[src/rtl/seg_scan_ctrl.sv]
// seg_scan_ctrl: 4-digit seven-segment scan sequencer with a frame-synchronous shadow.
// Optional macro SEG_SCAN_LZB_EN: leading-zero blanking applied when the shadow loads.
module seg_scan_ctrl #(
  parameter int DWELL = 50000,
  parameter int BLANK = 1000
) (
  input  logic        clk,
  input  logic        rst_n,
  input  logic [15:0] Hexs,
  input  logic [3:0]  point,
  input  logic [3:0]  LES,
  input  logic        upd_req,
  output logic        upd_ack,
  output logic [3:0]  Hexo,
  output logic        p,
  output logic        LE,
  output logic [3:0]  AN,
  output logic        frame_start
);

  localparam int MAXC = (DWELL > BLANK) ? DWELL : BLANK;
  localparam int CW = $clog2(MAXC + 1);
  localparam logic [CW-1:0] DLAST = CW'(DWELL - 1);
  localparam logic [CW-1:0] BLAST = CW'((BLANK > 0) ? BLANK - 1 : 0);
  localparam bit NOBLANK = (BLANK == 0);

  typedef enum logic {S_BLANK, S_SHOW} state_t;

  state_t        state, state_n;
  logic [CW-1:0] cnt, cnt_n;
  logic [1:0]    digit, digit_n;
  logic          boot;
  logic [15:0]   hex, hex_n;
  logic [3:0]    pt, pt_n;
  logic [3:0]    les, les_n;
  logic [3:0]    lzb;
  logic          bnd, load, enter;
  logic [3:0]    an_n, hexo_n;
  logic          p_n, le_n, fs_n;

`ifdef SEG_SCAN_LZB_EN
  always_comb begin
    lzb    = 4'b0000;
    lzb[3] = (Hexs[15:12] == 4'h0);
    lzb[2] = (Hexs[15:8] == 8'h00);
    lzb[1] = (Hexs[15:4] == 12'h000);
  end
`else
  assign lzb = 4'b0000;
`endif

  // outputs entering S_SHOW see the shadow as loaded on this same edge
  assign load  = bnd & upd_req;
  assign hex_n = load ? Hexs : hex;
  assign pt_n  = load ? point : pt;
  assign les_n = load ? (LES | lzb) : les;

  always_comb begin
    state_n = state;
    cnt_n   = cnt + 1'b1;
    digit_n = digit;
    bnd     = boot;
    enter   = 1'b0;
    unique case (state)
      S_BLANK: begin
        if (NOBLANK || cnt == BLAST) begin
          state_n = S_SHOW;
          cnt_n   = '0;
          enter   = 1'b1;
        end
      end
      S_SHOW: begin
        if (cnt == DLAST) begin
          cnt_n   = '0;
          digit_n = digit + 2'd1;
          enter   = NOBLANK;
          state_n = NOBLANK ? S_SHOW : S_BLANK;
          if (digit == 2'd3)
            bnd = 1'b1;
        end
      end
      default: ;
    endcase
  end

  always_comb begin
    an_n   = AN;
    hexo_n = Hexo;
    p_n    = p;
    le_n   = LE;
    fs_n   = 1'b0;
    if (enter) begin
      an_n   = ~(4'b0001 << digit_n);
      hexo_n = hex_n[{digit_n, 2'b00} +: 4];
      p_n    = pt_n[digit_n];
      le_n   = les_n[digit_n];
      fs_n   = (digit_n == 2'd0);
    end else if (state_n == S_BLANK) begin
      an_n = 4'b1111;
    end
  end

  always_ff @(posedge clk or negedge rst_n) begin
    if (!rst_n) begin
      state       <= S_BLANK;
      cnt         <= '0;
      digit       <= 2'd0;
      boot        <= 1'b1;
      hex         <= 16'h0000;
      pt          <= 4'b0000;
      les         <= 4'b1111;
      AN          <= 4'b1111;
      Hexo        <= 4'h0;
      p           <= 1'b0;
      LE          <= 1'b1;
      upd_ack     <= 1'b0;
      frame_start <= 1'b0;
    end else begin
      state       <= state_n;
      cnt         <= cnt_n;
      digit       <= digit_n;
      boot        <= 1'b0;
      hex         <= hex_n;
      pt          <= pt_n;
      les         <= les_n;
      AN          <= an_n;
      Hexo        <= hexo_n;
      p           <= p_n;
      LE          <= le_n;
      upd_ack     <= load;
      frame_start <= fs_n;
    end
  end

endmodule

[config.mk]
export PLATFORM = sky130hd
export DESIGN_NAME = seg_scan_ctrl
export DESIGN_NICKNAME = d
export VERILOG_FILES = /design/src/rtl/seg_scan_ctrl.sv
export SDC_FILE = /design/constraint.sdc
export NUM_CORES = 1
export LEC_CHECK = 0
export BUFFER_PORTS_ARGS = -buffer_cell sky130_fd_sc_hd__buf_4
export CAP_MARGIN = 5
export CORE_ASPECT_RATIO = 0.75
export CORE_UTILIZATION = 55
export DETAILED_ROUTE_END_ITERATION = 6
export MAX_ROUTING_LAYER = met4
export PLACE_DENSITY = 0.76
export SYNTH_ARGS = -nofsm -noshare
export SYNTH_HDL_FRONTEND = slang
export SYNTH_SLANG_ARGS = --single-unit
[constraint.sdc]
create_clock -name clk -period 4.15 [get_ports clk]
set_input_delay 0.2075 -clock clk [delete_from_list [all_inputs] [get_ports clk]]
set_output_delay 0.2075 -clock clk [all_outputs]
set_load 0.02 [all_outputs]
## Word-level counts from Yosys, hierarchy flattened

Index checks and enable logic that the tools add are counted.

- Bits in registers: 56
- Input port bits: 27
- Output and inout port bits: 12
- Logic and storage cells: 48

- Add/subtract/negate cells: 2
- Order comparisons: 1
- Equality and inequality tests: 4
- Shift operators: 2
- Multiplexer cells: 22
- Bitwise operators: 3
- Reductions and logical operators: 1

Operators with widths:

| cell | count |
|---|---|
| two-way mux 16 bit | 3 |
| one-hot mux 16 bit (2 select lines) | 1 |
| adder 16 x 1 -> 16 bit, second input constant | 1 |
| == test 16 x 10 -> 1 bit, second input constant | 1 |
| == test 16 bit, second input constant | 1 |
| two-way mux 4 bit | 4 |
| indexed part select 16 x 5 -> 4 bit | 1 |
| two-way mux 1 bit | 8 |
| binary-select mux 1 bit (select 2 bit) | 2 |
| two-way mux 2 bit | 2 |
| inverter 4 bit | 1 |
| one-hot mux 1 bit (2 select lines) | 2 |
| << shifter 1 x 2 -> 4 bit, first input constant | 1 |
| < comparator 2 x 3 -> 1 bit, second input constant | 1 |
| adder 2 x 1 -> 2 bit, second input constant | 1 |
| == test 2 bit, second input constant | 1 |
| logical NOT 2 bit | 1 |
| inequality test 2 x 1 -> 1 bit, second input constant | 1 |
| bitwise AND 1 bit | 1 |
| inverter 1 bit | 1 |

## Depth between registers and ports, before layout

Gate-level depths: netlist (run 1).

- Word-level depth: 8
- Mapped depth: 9
- Depth with buffers taken out: 8

## Least setup slack after synthesis (run 1)

No wires, ideal clock.

- Kind: reg-to-reg
- From: register cnt[11]
- To: register LE
- Arrival time: 2.347 ns
- Slack: 1.722 ns
- Cell stages (with the launch flop): 9
- Path buffers: 2
- Clock period less this slack: 2.428 ns
- Cell sequence: dfrtp_1 > or4b_4 > nor4_4 > a21o_1 > and2_1 > clkbuf_1 > buf_2 > mux2_2 > o211ai_1

- Cells in the longest elaborated chain, start to end: 7

Ends and longest elaborated chain:

| item | RTL line | RTL |
|---|---|---|
| start, declared | 30 | `logic [CW-1:0] cnt, cnt_n;` |
| start signal, assigned | 120 | `cnt <= cnt_n;` |
| == test 16 bit | 73 | `if (cnt == DLAST) begin` |
| two-way mux 1 bit | 73 |  |
| two-way mux 1 bit | 64 | `unique case (state)` |
| bitwise AND 1 bit | 53 | `assign load = bnd & upd_req;` |
| two-way mux 4 bit | 56 | `assign les_n = load ? (LES \| lzb) : les;` |
| binary-select mux 1 bit (select 2 bit) | 96 | `le_n = les_n[digit_n];` |
| two-way mux 1 bit (implied by the code) | 96 |  |
| end signal, assigned | 129 | `LE <= le_n;` |
| end, declared | 16 | `output logic LE,` |

Several ways; a longest one is shown, not always the timed one. The select of a mux whose other input is x is not followed.
A chain may end at the register's enable or synchronous reset.

## Worst setup path in the final report (run 1)

- From: register cnt[11]
- To: register Hexo[2]

- Cells in the longest elaborated chain, start to end: 6

Ends and longest elaborated chain:

| item | RTL line | RTL |
|---|---|---|
| == test 16 bit | 73 |  |
| two-way mux 1 bit | 73 |  |
| two-way mux 1 bit | 64 |  |
| bitwise AND 1 bit | 53 |  |
| two-way mux 16 bit | 54 | `assign hex_n = load ? Hexs : hex;` |
| indexed part select 16 x 5 -> 4 bit | 94 | `hexo_n = hex_n[{digit_n, 2'b00} +: 4];` |
| end signal, assigned | 127 | `Hexo <= hexo_n;` |
| end, declared | 14 | `output logic [3:0] Hexo,` |

Several ways; a longest one is shown, not always the timed one.

==> reports/metrics.sh, run 1 <==
WORST_HOLD_PATH_TYPE='in2reg'
POWER_DENSITY_nW_PER_UM2=313
SWITCHING_SHARE_PCT=23.0
PSW_uW=252
WORST_PATH_MAX_DELAY_CELL='and2_1'
NUM_IO_PINS=39
FIN_WORST_SKEW_NS=0.00730
POWER.SEQUENTIAL.FRACTION_PCT=55.6
SYNTH_ENABLE_FLOP_CELLS=0
ROWS=23
CP.ARRIVAL_NS=3.31
SHARE_CLK_OF_TOTAL_POWER_PCT=32.8
ROOT_BUFFER='clkbuf_8'
FINAL.HOLD.WORST_SLACK_NS=0.135
POSTCTSRESIZEDCELLS=0
PORT_BUFFERS=38
CTS-BUFFERS-INSERTED=5
AREA_OCCUPIED_BY_MULTI_INPUT_GATES_SQ_UM=1550
SYNTH-XOR-AREA-SHARE_PCT=4.31
FINALSETUPVIOLATIONS=0
CTS_POST_SETUP_BUFFERS_INSERTED=0
SYNTH_SEQ_CELLS=56
SYNTH-WARNING-COUNT=0
FIRST_GLOBAL_VIAS=2084
SHARE_OF_THE_CLOCK_PERIOD_USED_BY_THE_WORST_PATH_AFTER_LAYOUT_PCT=74.4
VDD.IR_DROP.WORST_mV=0.199
ANT_NETS=0
WL_PER_CELL_UM=15.4
DRT-TOTAL-WL_UM=6160
FILLERS=440
DESIGN.DIE.AREA_SQ_UM=5850
SYN_TO_FINAL_GROWTH_PCT=14.9
GATE_COUNT_POST_SYNTH=291
SYNTH.YOSYS.SEQ_AREA_SHARE_PCT=46.4
COMBINATIONAL_FAMILY_WITH_THE_MOST_AREA_AFTER_SYNTHESIS='simple AND/OR/NAND/NOR gates'
CRITICAL_PATH_CLASS='reg2reg'
CTS.REPORTEDPATHS.CLKPINSLEW_NS=0.10
MAX_FREQ_MHz=324
INTERNAL-POWER_uW=843
DRTITER0DRC=160
FINALSETUPTNS_NS=0
YS_TYPES=37
POST_SYNTH_MAIN_AREA_CONTRIBUTORS='dfrtp_1, mux2_2, dfstp_2, mux2i_1, nand2b_1'
HOLD_VIOL_FINAL=0
POSTCTSHOLDBUFS=1
FINALMAXSLEWVIOLATIONS=0
WORSTHOLDPATHCELLS=2
INITIAL_UTILIZATION_PCT=56.9
CELL_TYPE_WITH_THE_LARGEST_TOTAL_AREA_AFTER_SYNTHESIS='dfrtp_1'
END_KIND='flop'
TIGHTESTPINTRANSITION_NS=0.705
SYNTH_FLOP_CELL='dfrtp_1'
LAYOUT_NET_COUNT=353
ANTENNADIODECOUNT=0
YOSYSMOSTFREQUENTCELL='dfrtp_1'
SYNTH.CELLS.MOST_FREQUENT='dfrtp_1, mux2_2, nand2_1'
SYNTH.MUX.AREA_FRACTION_PCT=15.4
CRITICAL_PATH.TOP_DELAY_FAMILY='simple AND/OR/NAND/NOR gates'
TOTAL_LEAKAGE_POWER_nW=1.59
CLOCK_H_TREE_LEVELS=2
FLOORPLAN.CORE_AREA_SQ_UM=5350
GRT.TOTAL_USAGE_PCT=23.5
POST_SYNTH_AND_OR_NAND_NOR_AREA_FRACTION_PCT=19.6
GRT_SETUP_UNREPAIRED='no'
SYNTH.NET_COUNT=320
HPWLAFTERDP_UM=4270
DIE_OUTLINE_HEIGHT_UM=66.5
SLEW-LIMIT-HEADROOM_PCT=53.0
GRT_FIRST_PASS_WIRELENGTH_UM=10100
VIAS=2234
SYNTH_AREA_PER_CELL_SQ_UM=10.5
SYNTHDOMINANTCELLAREASHARE_PCT=37.8
WORST_EP_REQUIRED_TIME_NS=4.38
RUN_STATUS='finished clean'
SYNTH-ADDER-AREA-SHARE_PCT=0.821
CP-START-KIND='flop'
NUMBER_OF_SEARCH_AND_REPAIR_ITERATIONS_IN_THE_FIRST_DETAILED_ROUTING_PASS=5
ASYNC_FLOP_SHARE_PCT=100
WORSTPATHCELLLIST='or4b_4, nor4_4, a21o_1, and2_1, buf_4, mux2_1, o211ai_1'
RR_WORST_DEPTH=7
SLOWEST_DELAY_NS=0.66
CRIT_BUF_INV=1
AVERAGE_VIAS_PER_PLACED_INSTANCE=5.59
GRT_ANTENNA_BEFORE_REPAIR=0
MAPPEDNETLISTAREA_SQ_UM=3050
LOGIC_GATE_SHARE_OF_TOTAL_POWER_PCT=11.7
GRT_MAX_DEGREE=57
MAX_CAP_VIOL_COUNT=0
GRT.OVERFLOW.TOTAL=0
PATH_DEPTH=7
NUMCLOCKSINKS=56
INSERTION_DELAY_NS=0.31
DIEWIDTH_UM=88.0
COMPOUND_GATE_FRACTION_OF_SYNTH_AREA_PCT=10.6
DRC=0
LAYOUT.AREA.SEQ_SQ_UM=1410
LAYOUT-DRIVE-GT1-SHARE_PCT=28.3
CTS_TREE='done'
GLOBALPLACE.CONGESTION=0.828
CLOCK_PATH_BUFFERS=2
WORST-PATH-MAX-FANOUT=17
PERIOD_MINUS_SLACK_NS=3.09
## metrics by stage
step | total power, mW | setup slack (ns) | instance area (sq um) | cells | util [%]
floorplan | 0.693 | 1.72 | 3050 | 291 | -
global placement | 0.740 | 1.11 | 3380 | 391 | 63.2
detailed placement | 0.747 | 1.07 | 3380 | 391 | 63.2
CTS | 1.10 | 1.05 | 3500 | 400 | 65.4
global route | 1.14 | 0.853 | 3500 | 400 | 65.4
finish | 1.09 | 1.06 | 3500 | 400 | 65.4
## placed cells by master, fill, tap and decap left out, types with 2 or more instances in the layout
cell	synthesis	routed
o21ai_0	6	6
and2_1	2	2
nand2b_1	19	19
and3_1	12	12
nor2_1	19	19
dfstp_2	10	10
nand4bb_1	2	2
ha_1	2	2
and3b_1	6	6
mux2_2	30	30
dfrtp_1	46	46
a21oi_1	15	15
a21boi_0	6	6
mux2i_1	12	12
o311a_1	6	6
xor2_1	8	8
nand3_1	7	7
nand2_1	30	30
buf_4	0	42
or4_1	5	5
clkbuf_8	0	5
o211ai_1	6	6
xnor2_1	7	7
a2bb2oi_1	6	6
## layer usage
layer  up-vias  global-route usage [%]  share of wire, %
li1       1098                       -                 -
met1      1084                    35.9                53
met2        48                    31.6                43
met3         4                    4.71               4.1
met4         0                    5.74              0.55
met5         -                       -                 0
## power groups by stage
stage          clock network [mW]  logic (mW)  registers (mW)
2_1_floorplan                   0      0.0809           0.613
3_5_place_dp                    0       0.127           0.620
5_1_grt                     0.389       0.141           0.613
4_1_cts                     0.367       0.129           0.609
3_3_place_gp                    0       0.123           0.617
6_report                    0.359       0.128           0.609
## cell type report
cell class,count,share of cell area (%)
inverter,2,0.214
tap,75,2.68
clock buffer,6,2.07
clock inverter,2,1.11
sequential,56,40.4
multi-input combinational,216,44.3
timing repair buffer,43,9.29
## cells by family after synthesis
group / after synthesis
XOR/XNOR: 15
flip-flops: 56
AO/OA/AOI/OAI: 47
buffers and inverters: 19
multiplexers: 43
adder cells (fa/ha/maj): 2
other: 1
AND/OR/NAND/NOR: 108
## sequential cells by signal, indices dropped and copies added, names as in the netlist
name,flops
les,4
frame_start,1
state,1
digit,2
AN,4
LE,1
cnt,16
Hexo,4
hex,16
upd_ack,1
pt,4
p,1
boot,1
## worst paths after layout
path | from | endpoint | slack, ns
max in group asynchronous | rst_n | hex[6] | 3.21
worst min-delay path | LES[3] | les[3] | 0.13
worst max-delay path | cnt[11] | Hexo[2] | 1.06
worst min register to register | cnt[0] | cnt[0] | 0.46
min in group asynchronous | rst_n | Hexo[1] | 0.49
worst max register to register | cnt[11] | Hexo[2] | 1.06
(Power assumes the default switching activity.)
==> run 2: changes to the inputs <==
--- a/config.mk
+++ b/config.mk
@@ -8,7 +8,7 @@
 export BUFFER_PORTS_ARGS = -buffer_cell sky130_fd_sc_hd__buf_4
 export CAP_MARGIN = 5
 export CORE_ASPECT_RATIO = 0.75
-export CORE_UTILIZATION = 55
+export CORE_UTILIZATION = 52
 export DETAILED_ROUTE_END_ITERATION = 6
 export MAX_ROUTING_LAYER = met4
 export PLACE_DENSITY = 0.76
==> constraint.sdc (replaced) <==
create_clock -name clk -period 2.6 [get_ports clk]
set_input_delay 0.13 -clock clk [delete_from_list [all_inputs] [get_ports clk]]
set_output_delay 0.13 -clock clk [all_outputs]
set_load 0.02 [all_outputs]
==> run 2 against run 1 <==
Fmax rose by 22%; final area rose by 1.8%; global-route usage fell by 1.1 points; combinational power rose by 64%; register-to-register slack got worse by 0.99 ns; largest cell class unchanged; first-iteration DRC count rose by 13%; non-clock buffer count rose by 9; power rose by 52%; largest power group unchanged; wire length rose by 2.6%.
==> reports/metrics.sh, run 2 (synthesis gave the netlist of run 1 again) <==
NUMBER_OF_SEARCH_AND_REPAIR_ITERATIONS_IN_THE_FIRST_DETAILED_ROUTING_PASS=4  # -1
HOLD_VIOL_FINAL=0  # unchanged
MAX_FREQ_MHz=395  # +22%
GRT.OVERFLOW.TOTAL=0  # unchanged
SETUP.REG_TO_REG.WORST_SLACK_NS=0.07  # -0.99 ns
LARGEST_REGISTERS='cnt x16, hex x16'
FINALSETUPVIOLATIONS=0  # unchanged
CLOCK_PATH_BUFFERS=2  # unchanged
CP.ARRIVAL_NS=2.72  # -0.59 ns
FLOORPLAN.CORE_AREA_SQ_UM=5500  # +2.7%
GRT.MET3_USAGE_PCT=4.56  # -0.15 points
PORT_BUFFERS=38  # unchanged
GRT_MOST_USED_LAYER='met1'
SHARE_CLK_OF_TOTAL_POWER_PCT=29.1  # -3.7 points
PSW_uW=415  # +65%
RR_WORST_DEPTH=8  # +1
FINALMAXSLEWVIOLATIONS=0  # unchanged
CRITICAL_PATH_CLASS='reg2reg'
LAYOUT_NET_COUNT=362  # +2.5%
WL_PER_CELL_UM=15.4  # +0.31%
HPWLAFTERDP_UM=4400  # +3.0%
GRTUSAGEMET2_PCT=32.0  # +0.38 points
SYN_TO_FINAL_GROWTH_PCT=16.9
DIEWIDTH_UM=90.4  # +2.8%
DPL-INSTANCE-AREA_SQ_UM=3450  # +2.1%
MAX_CAP_VIOL_COUNT=0  # unchanged
ROWS=23  # unchanged
WORST_HOLD_PATH_TYPE='in2reg'
POWER_DENSITY_nW_PER_UM2=467  # +49%
HOLD_PATH_STARTPOINT='point[3]'
DRT-TOTAL-WL_UM=6320  # +2.6%
PERIOD_MINUS_SLACK_NS=2.53  # -0.556 ns
ANT_NETS=0  # unchanged
DESIGN.DIE.AREA_SQ_UM=6170  # +5.6%
FINAL_CELL_MIX='buf_4, dfrtp_1, mux2_2, nand2_1'
TIGHTESTPINTRANSITION_NS=0.692  # -0.0133 ns
GRT_MAX_DEGREE=57  # unchanged
FINAL_AREA_SQ_UM=3560  # +1.8%
END_KIND='flop'
INTERNAL-POWER_mW=1.25  # +48%
RUN_STATUS='finished clean'
VDD.IR_DROP.WORST_mV=0.341  # +71%
FIRST_GLOBAL_VIAS=2108  # +1.2%
WORSTHOLDPATHCELLS=2  # unchanged
DRC=0  # unchanged
REG2REG_FROM='cnt[10]'
FF_TO_FF_END='Hexo[3]'
WORST_EP_REQUIRED_TIME_NS=2.79  # -1.59 ns
FINALSETUPTNS_NS=0  # unchanged
DRTITER0DRC=180  # +13%
CTS_TREE='done'
HOLD-PATH-ENDPOINT='pt[3]'
GLOBALPLACE.CONGESTION=0.822  # -0.62%
GRT_FIRST_PASS_WIRELENGTH_UM=10300  # +2.5%
SHARE_OF_THE_CLOCK_PERIOD_USED_BY_THE_WORST_PATH_AFTER_LAYOUT_PCT=97.4  # +23 points
NUM_IO_PINS=39  # unchanged
ANTENNADIODECOUNT=0  # unchanged
POWER.SEQUENTIAL.FRACTION_PCT=58.3  # +2.7 points
DIE_OUTLINE_HEIGHT_UM=68.3  # +2.8%
CLOCK_H_TREE_LEVELS=2  # unchanged
LOGIC_GATE_SHARE_OF_TOTAL_POWER_PCT=12.6  # +0.9 points
TOTAL_LEAKAGE_POWER_nW=1.62  # +2.0%
INITIAL_UTILIZATION_PCT=55.5  # -1.5 points
CTS-BUFFERS-INSERTED=5  # unchanged
VIAS=2262  # +1.3%
CP-START-KIND='flop'
AVERAGE_VIAS_PER_PLACED_INSTANCE=5.53  # -0.97%
NUMCLOCKSINKS=56  # unchanged
SWITCHING_SHARE_PCT=24.9  # +1.9 points
LAYOUT-DRIVE-GT1-SHARE_PCT=30.2  # +1.9 points
MOSTFREQUENTLAYOUTCELL='buf_4'
GRT.TOTAL_USAGE_PCT=22.4  # -1.1 points
WORST-PATH-MAX-FANOUT=30  # +13
CTS.REPORTEDPATHS.CLKPINSLEW_NS=0.11  # about the same
ROOT_BUFFER='clkbuf_8'
INSERTION_DELAY_NS=0.31  # about the same
USE_MET1_PCT=32.6  # -3.4 points
GRT_ANTENNA_BEFORE_REPAIR=0  # unchanged
SLEW-LIMIT-HEADROOM_PCT=53.9  # +0.89 points
FIN_WORST_SKEW_NS=0.0101  # +0.00275 ns
run 2: cell types whose count changed in the layout (fill, tap and decap cells not counted):
cell	change
buf_4	+7
clkinvlp_4	+1
buf_6	+1
inv_6	-1
o21ai_0	-2
bufinv_16	-1
o21ai_1	+2
clkinv_4	+1
buf_12	+1
run 2: layout make-up:
cell class | instances | area, sq um
fillers | 450 | 1930
multi-input cells | 216 | 1550
flip-flops and latches | 56 | 1410
repair buffers | 52 | 409
well taps | 75 | 93.8
clock buffers | 6 | 72.6
clock inverters | 2 | 16.3
inverters | 2 | 7.51
run 2: repair_timing:
item,4_1_cts,5_1_grt
pin swaps,0,1
hold buffers,1,0
setup endpoints to repair,1,3
resized for setup,1,2
setup buffers,0,1
hold endpoints to repair,46,0
cloned,0,0
run 2: worst max-delay path by stage:
stage / endpoint / slack, ns / start / cells after the start
after floorplan: LE / 0.17 / cnt[11] / 8
after global placement: Hexo[2] / 0.08 / cnt[10] / 7
after detailed placement: Hexo[2] / -0.02 / cnt[10] / 7
after CTS: Hexo[2] / 0.04 / cnt[10] / 7
after global routing: Hexo[3] / -0.009 / cnt[10] / 8
final: Hexo[3] / 0.07 / cnt[10] / 8
run 2: metrics by stage:
stage | util, % | total power, mW | cells | hold slack, ns | setup slack, ns
after floorplan | - | 1.11 | 291 | -0.166 | 0.172
after global placement | 62.8 | 1.19 | 399 | 0.224 | 0.0797
after detailed placement | 62.8 | 1.20 | 399 | 0.227 | -0.0223
after CTS | 64.7 | 1.68 | 408 | 0.0464 | 0.0358
after global routing | 64.8 | 1.75 | 409 | 0.0437 | -0.00885
final | 64.8 | 1.67 | 409 | 0.0509 | 0.0671
run 2: power groups by stage:
stage / registers (mW) / logic, mW / clock network [mW]
3_5_place_dp: 0.988 / 0.209 / 0
6_report: 0.971 / 0.210 / 0.484
5_1_grt: 0.979 / 0.232 / 0.537
3_3_place_gp: 0.984 / 0.202 / 0
4_1_cts: 0.971 / 0.212 / 0.498
2_1_floorplan: 0.978 / 0.129 / 0
run 2: critical path, stage by stage (launching register included):
cell,delay (ns)
dfrtp_1,0.43
or4b_4,0.57
nor4_4,0.22
buf_4,0.18
buf_6,0.20
a21oi_1,0.06
o311a_1,0.34
o21ai_0,0.27
o211ai_1,0.13
run 2: routing by layer:
layer / vias to the layer above / share of wire [%]
met5: - / 0
met4: 0 / 0.41
met3: 2 / 4.5
met2: 51 / 44
met1: 1100 / 51
li1: 1109 / -
==> run 3: changes to the inputs <==
==> config.mk (replaced) <==
export PLATFORM = sky130hd
export DESIGN_NAME = seg_scan_ctrl
export DESIGN_NICKNAME = d
export VERILOG_FILES = /design/src/rtl/seg_scan_ctrl.sv
export SDC_FILE = /design/constraint.sdc
export NUM_CORES = 1
export LEC_CHECK = 0
export CAP_MARGIN = 5
export CORE_ASPECT_RATIO = 0.75
export CORE_UTILIZATION = 55
export DETAILED_ROUTE_END_ITERATION = 6
export DONT_BUFFER_PORTS = 1
export MAX_ROUTING_LAYER = met4
export PLACE_DENSITY = 0.84
export SYNTH_ARGS = -nofsm -noshare
export SYNTH_HDL_FRONTEND = slang
export SYNTH_SLANG_ARGS = --single-unit
==> run 3 against run 2 <==
Hold slack gained 0.10 ns; first-iteration DRC count grew 9.4%; sequential power about the same; count of clock-buffer cells in the layout stayed put; critical path type unchanged.
==> reports/metrics.sh, run 3 (synthesis gave the netlist of run 1 again) <==
FINAL_AREA_SQ_UM=3660  # +2.8%
POWER_DENSITY_nW_PER_UM2=457  # -2.1%
SLEW-LIMIT-HEADROOM_PCT=61.2  # +7.3 points
NUMCLOCKSINKS=56  # unchanged
ROWS=23  # unchanged
HOLD_VIOL_FINAL=0  # unchanged
CTS_TREE='done'
FINALSETUPVIOLATIONS=0  # unchanged
CP.ARRIVAL_NS=2.81  # +0.09 ns
WORST_HOLD_PATH_TYPE='in2reg'
NUM_IO_PINS=39  # unchanged
HOLD_PATH_STARTPOINT='LES[2]'
TOTAL_LEAKAGE_POWER_nW=1.61  # -1.1%
FIRST_GLOBAL_VIAS=2121  # +0.62%
MOSTFREQUENTLAYOUTCELL='dfrtp_1'
PLACEMENT.SETUP.WORST_SLACK_NS=0.119  # +0.141 ns
CLOCK_H_TREE_LEVELS=2  # unchanged
VIAS=2344  # +3.6%
PERIOD_MINUS_SLACK_NS=2.57  # +0.0329 ns
FILLERS=399  # -11%
FINALSETUPTNS_NS=0  # unchanged
INSERTION_DELAY_NS=0.32  # about the same
FLOORPLAN.CORE_AREA_SQ_UM=5350  # -2.6%
FIN_WORST_SKEW_NS=0.00932  # -0.000735 ns
DRTITER0DRC=197  # +9.4%
NUMBER_OF_SEARCH_AND_REPAIR_ITERATIONS_IN_THE_FIRST_DETAILED_ROUTING_PASS=4  # unchanged
SHARE_CLK_OF_TOTAL_POWER_PCT=29.7  # +0.6 points
LOGIC_GATE_SHARE_OF_TOTAL_POWER_PCT=12.2  # -0.4 points
LAYOUT-DRIVE-GT1-SHARE_PCT=22.0  # -8.2 points
GRT_FIRST_PASS_WIRELENGTH_UM=10400  # +0.80%
DESIGN.DIE.AREA_SQ_UM=5850  # -5.3%
DRC=0  # unchanged
CLOCK_PATH_BUFFERS=2  # unchanged
CTS-BUFFERS-INSERTED=5  # unchanged
TIMING.CRITICAL_PATH.MODE_CELL='buf_12'
WORSTPATHCELLLIST='or4b_4, nor4_4, buf_4, buf_12, xnor2_4, inv_8, buf_12, mux2i_1, mux2_2, o211ai_1'
SHARE_OF_THE_CLOCK_PERIOD_USED_BY_THE_WORST_PATH_AFTER_LAYOUT_PCT=98.7  # +1.3 points
VDD.IR_DROP.WORST_mV=0.341  # about the same
CTS.REPORTEDPATHS.CLKPINSLEW_NS=0.10  # about the same
FINALMAXSLEWVIOLATIONS=0  # unchanged
WORST-PATH-MAX-FANOUT=7  # -77%
SLOWEST_DELAY_NS=0.54  # -0.03 ns
DIEWIDTH_UM=88.0  # -2.7%
FIN_TOTAL_PWR_mW=1.68  # +0.60%
MAX_CAP_VIOL_COUNT=0  # unchanged
TIGHTESTPINTRANSITION_NS=0.581  # -0.110 ns
SWITCHING_SHARE_PCT=25.2  # +0.26 points
HPWLAFTERDP_UM=4260  # -3.2%
POWER.SEQUENTIAL.FRACTION_PCT=58.1  # -0.2 points
LAYOUT_NET_COUNT=355  # -1.9%
CP-START-KIND='flop'
GRT.TOTAL_USAGE_PCT=24.4  # +2.0 points
AVERAGE_VIAS_PER_PLACED_INSTANCE=5.82  # +5.2%
GLOBALPLACE.CONGESTION=0.916  # +11%
SYN_TO_FINAL_GROWTH_PCT=20.2
HIGHEST_ROUTING_LAYER_ACTUALLY_USED='met4'
MET1_LENGTH_UM=3130  # -3.6%
REG2REG_FROM='cnt[10]'
GRT_SETUP_UNREPAIRED='yes'
FINAL_CELL_MIX='dfrtp_1, nand2_1, mux2_2'
GRT.OVERFLOW.TOTAL=0  # unchanged
WORST_EP_REQUIRED_TIME_NS=2.84  # +0.05 ns
GRT_MAX_DEGREE=57  # unchanged
CRITICAL_PATH_CLASS='reg2reg'
ROOT_BUFFER='clkbuf_8'
SETUP.WORST_PATH.START='cnt[10]'
POSTLAYOUTSETUPSLACKWORST_NS=0.0342  # -0.0329 ns
MET2_WIRELENGTH_UM=2990  # +8.3%
END_KIND='flop'
SETUP.REG_TO_REG.WORST_SLACK_NS=0.03  # -0.03 ns
FINAL.HOLD.WORST_SLACK_NS=0.154  # +0.103 ns
WL_PER_CELL_UM=16.8  # +8.9%
LARGEST_REGISTERS='cnt x16, hex x16'
GRT_ANTENNA_BEFORE_REPAIR=1  # +1
DPL-INSTANCE-AREA_SQ_UM=3180  # -8.0%
DRT-TOTAL-WL_UM=6780  # +7.3%
PORT_BUFFERS=0  # -100%
WORST_PATH_MAX_DELAY_CELL='or4b_4'
ROUTED-WL-MET3_UM=523  # +84%
LAYOUT_CELLS_EXCL_FILL=403  # -1.5%
INITIAL_UTILIZATION_PCT=56.9  # +1.5 points
ANT_NETS=0  # unchanged
FIN_UTIL_PCT=68.4  # +3.6 points
RUN_STATUS='finished clean'
DIE_OUTLINE_HEIGHT_UM=66.5  # -2.7%
INTERNAL-POWER_mW=1.25  # +0.25%
PSW_uW=422  # +1.7%
PLACED_CELLS_INCL_TAPS=362  # -9.3%
MAX_FREQ_MHz=390  # -1.3%
==> run 3: cell types whose count changed in the layout (fill, tap and decap cells not counted), sizes merged <==
cell,before,now
diode,0,1
dlygate4sd3,1,25
buf,51,20
==> run 3: path summary, 6_finish.rpt <==
path	end	depth (start not counted)
min	LE	3
max reg2reg	LE	10
min reg2reg	cnt[0]	1
max	LE	10
min in group asynchronous	hex[1]	2
max in group asynchronous	AN[2]	2
==> run 3: area by class of cell <==
cell class	instances	area (sq um)	area share, %
antenna	1	2.50	0.0683
clock buffer	6	72.6	1.98
clock inverter	2	16.3	0.444
inverter	2	15.0	0.410
multi-input combinational	216	1580	43.2
sequential	56	1410	38.6
tap	75	93.8	2.56
timing repair buffer	45	465	12.7
==> run 3: power by group through the flow <==
stage	Combinational, mW	Sequential [mW]	Clock [mW]
finish	0.204	0.974	0.497
global route	0.223	0.982	0.533
CTS	0.202	0.973	0.503
detailed placement	0.149	0.990	0
global placement	0.143	0.985	0
floorplan	0.129	0.978	0
==> run 3: layer usage <==
metal  vias up  global-route usage [%]
met5         -                       -
met4         0                    7.99
li1       1110                       -
met1      1137                    35.4
met3        14                    6.94
met2        83                    32.6
==> run 3: critical path, delay by kind of cell (launching register included) <==
kind	cells	cell delay (ns)
AOI/OAI and AO/OA	1	0.16
xor gates and xnor gates	1	0.15
buffers and inverters	4	0.49
DFF	1	0.42
muxes	2	0.38
and+or+nand+nor	2	0.89
==> run 3: what timing repair did <==
item	4_1_cts	5_1_grt
resized for setup	0	15
endpoints found under the hold margin	80	0
buffers inserted	0	6
endpoints found under the setup margin	0	2
hold buffers	26	0
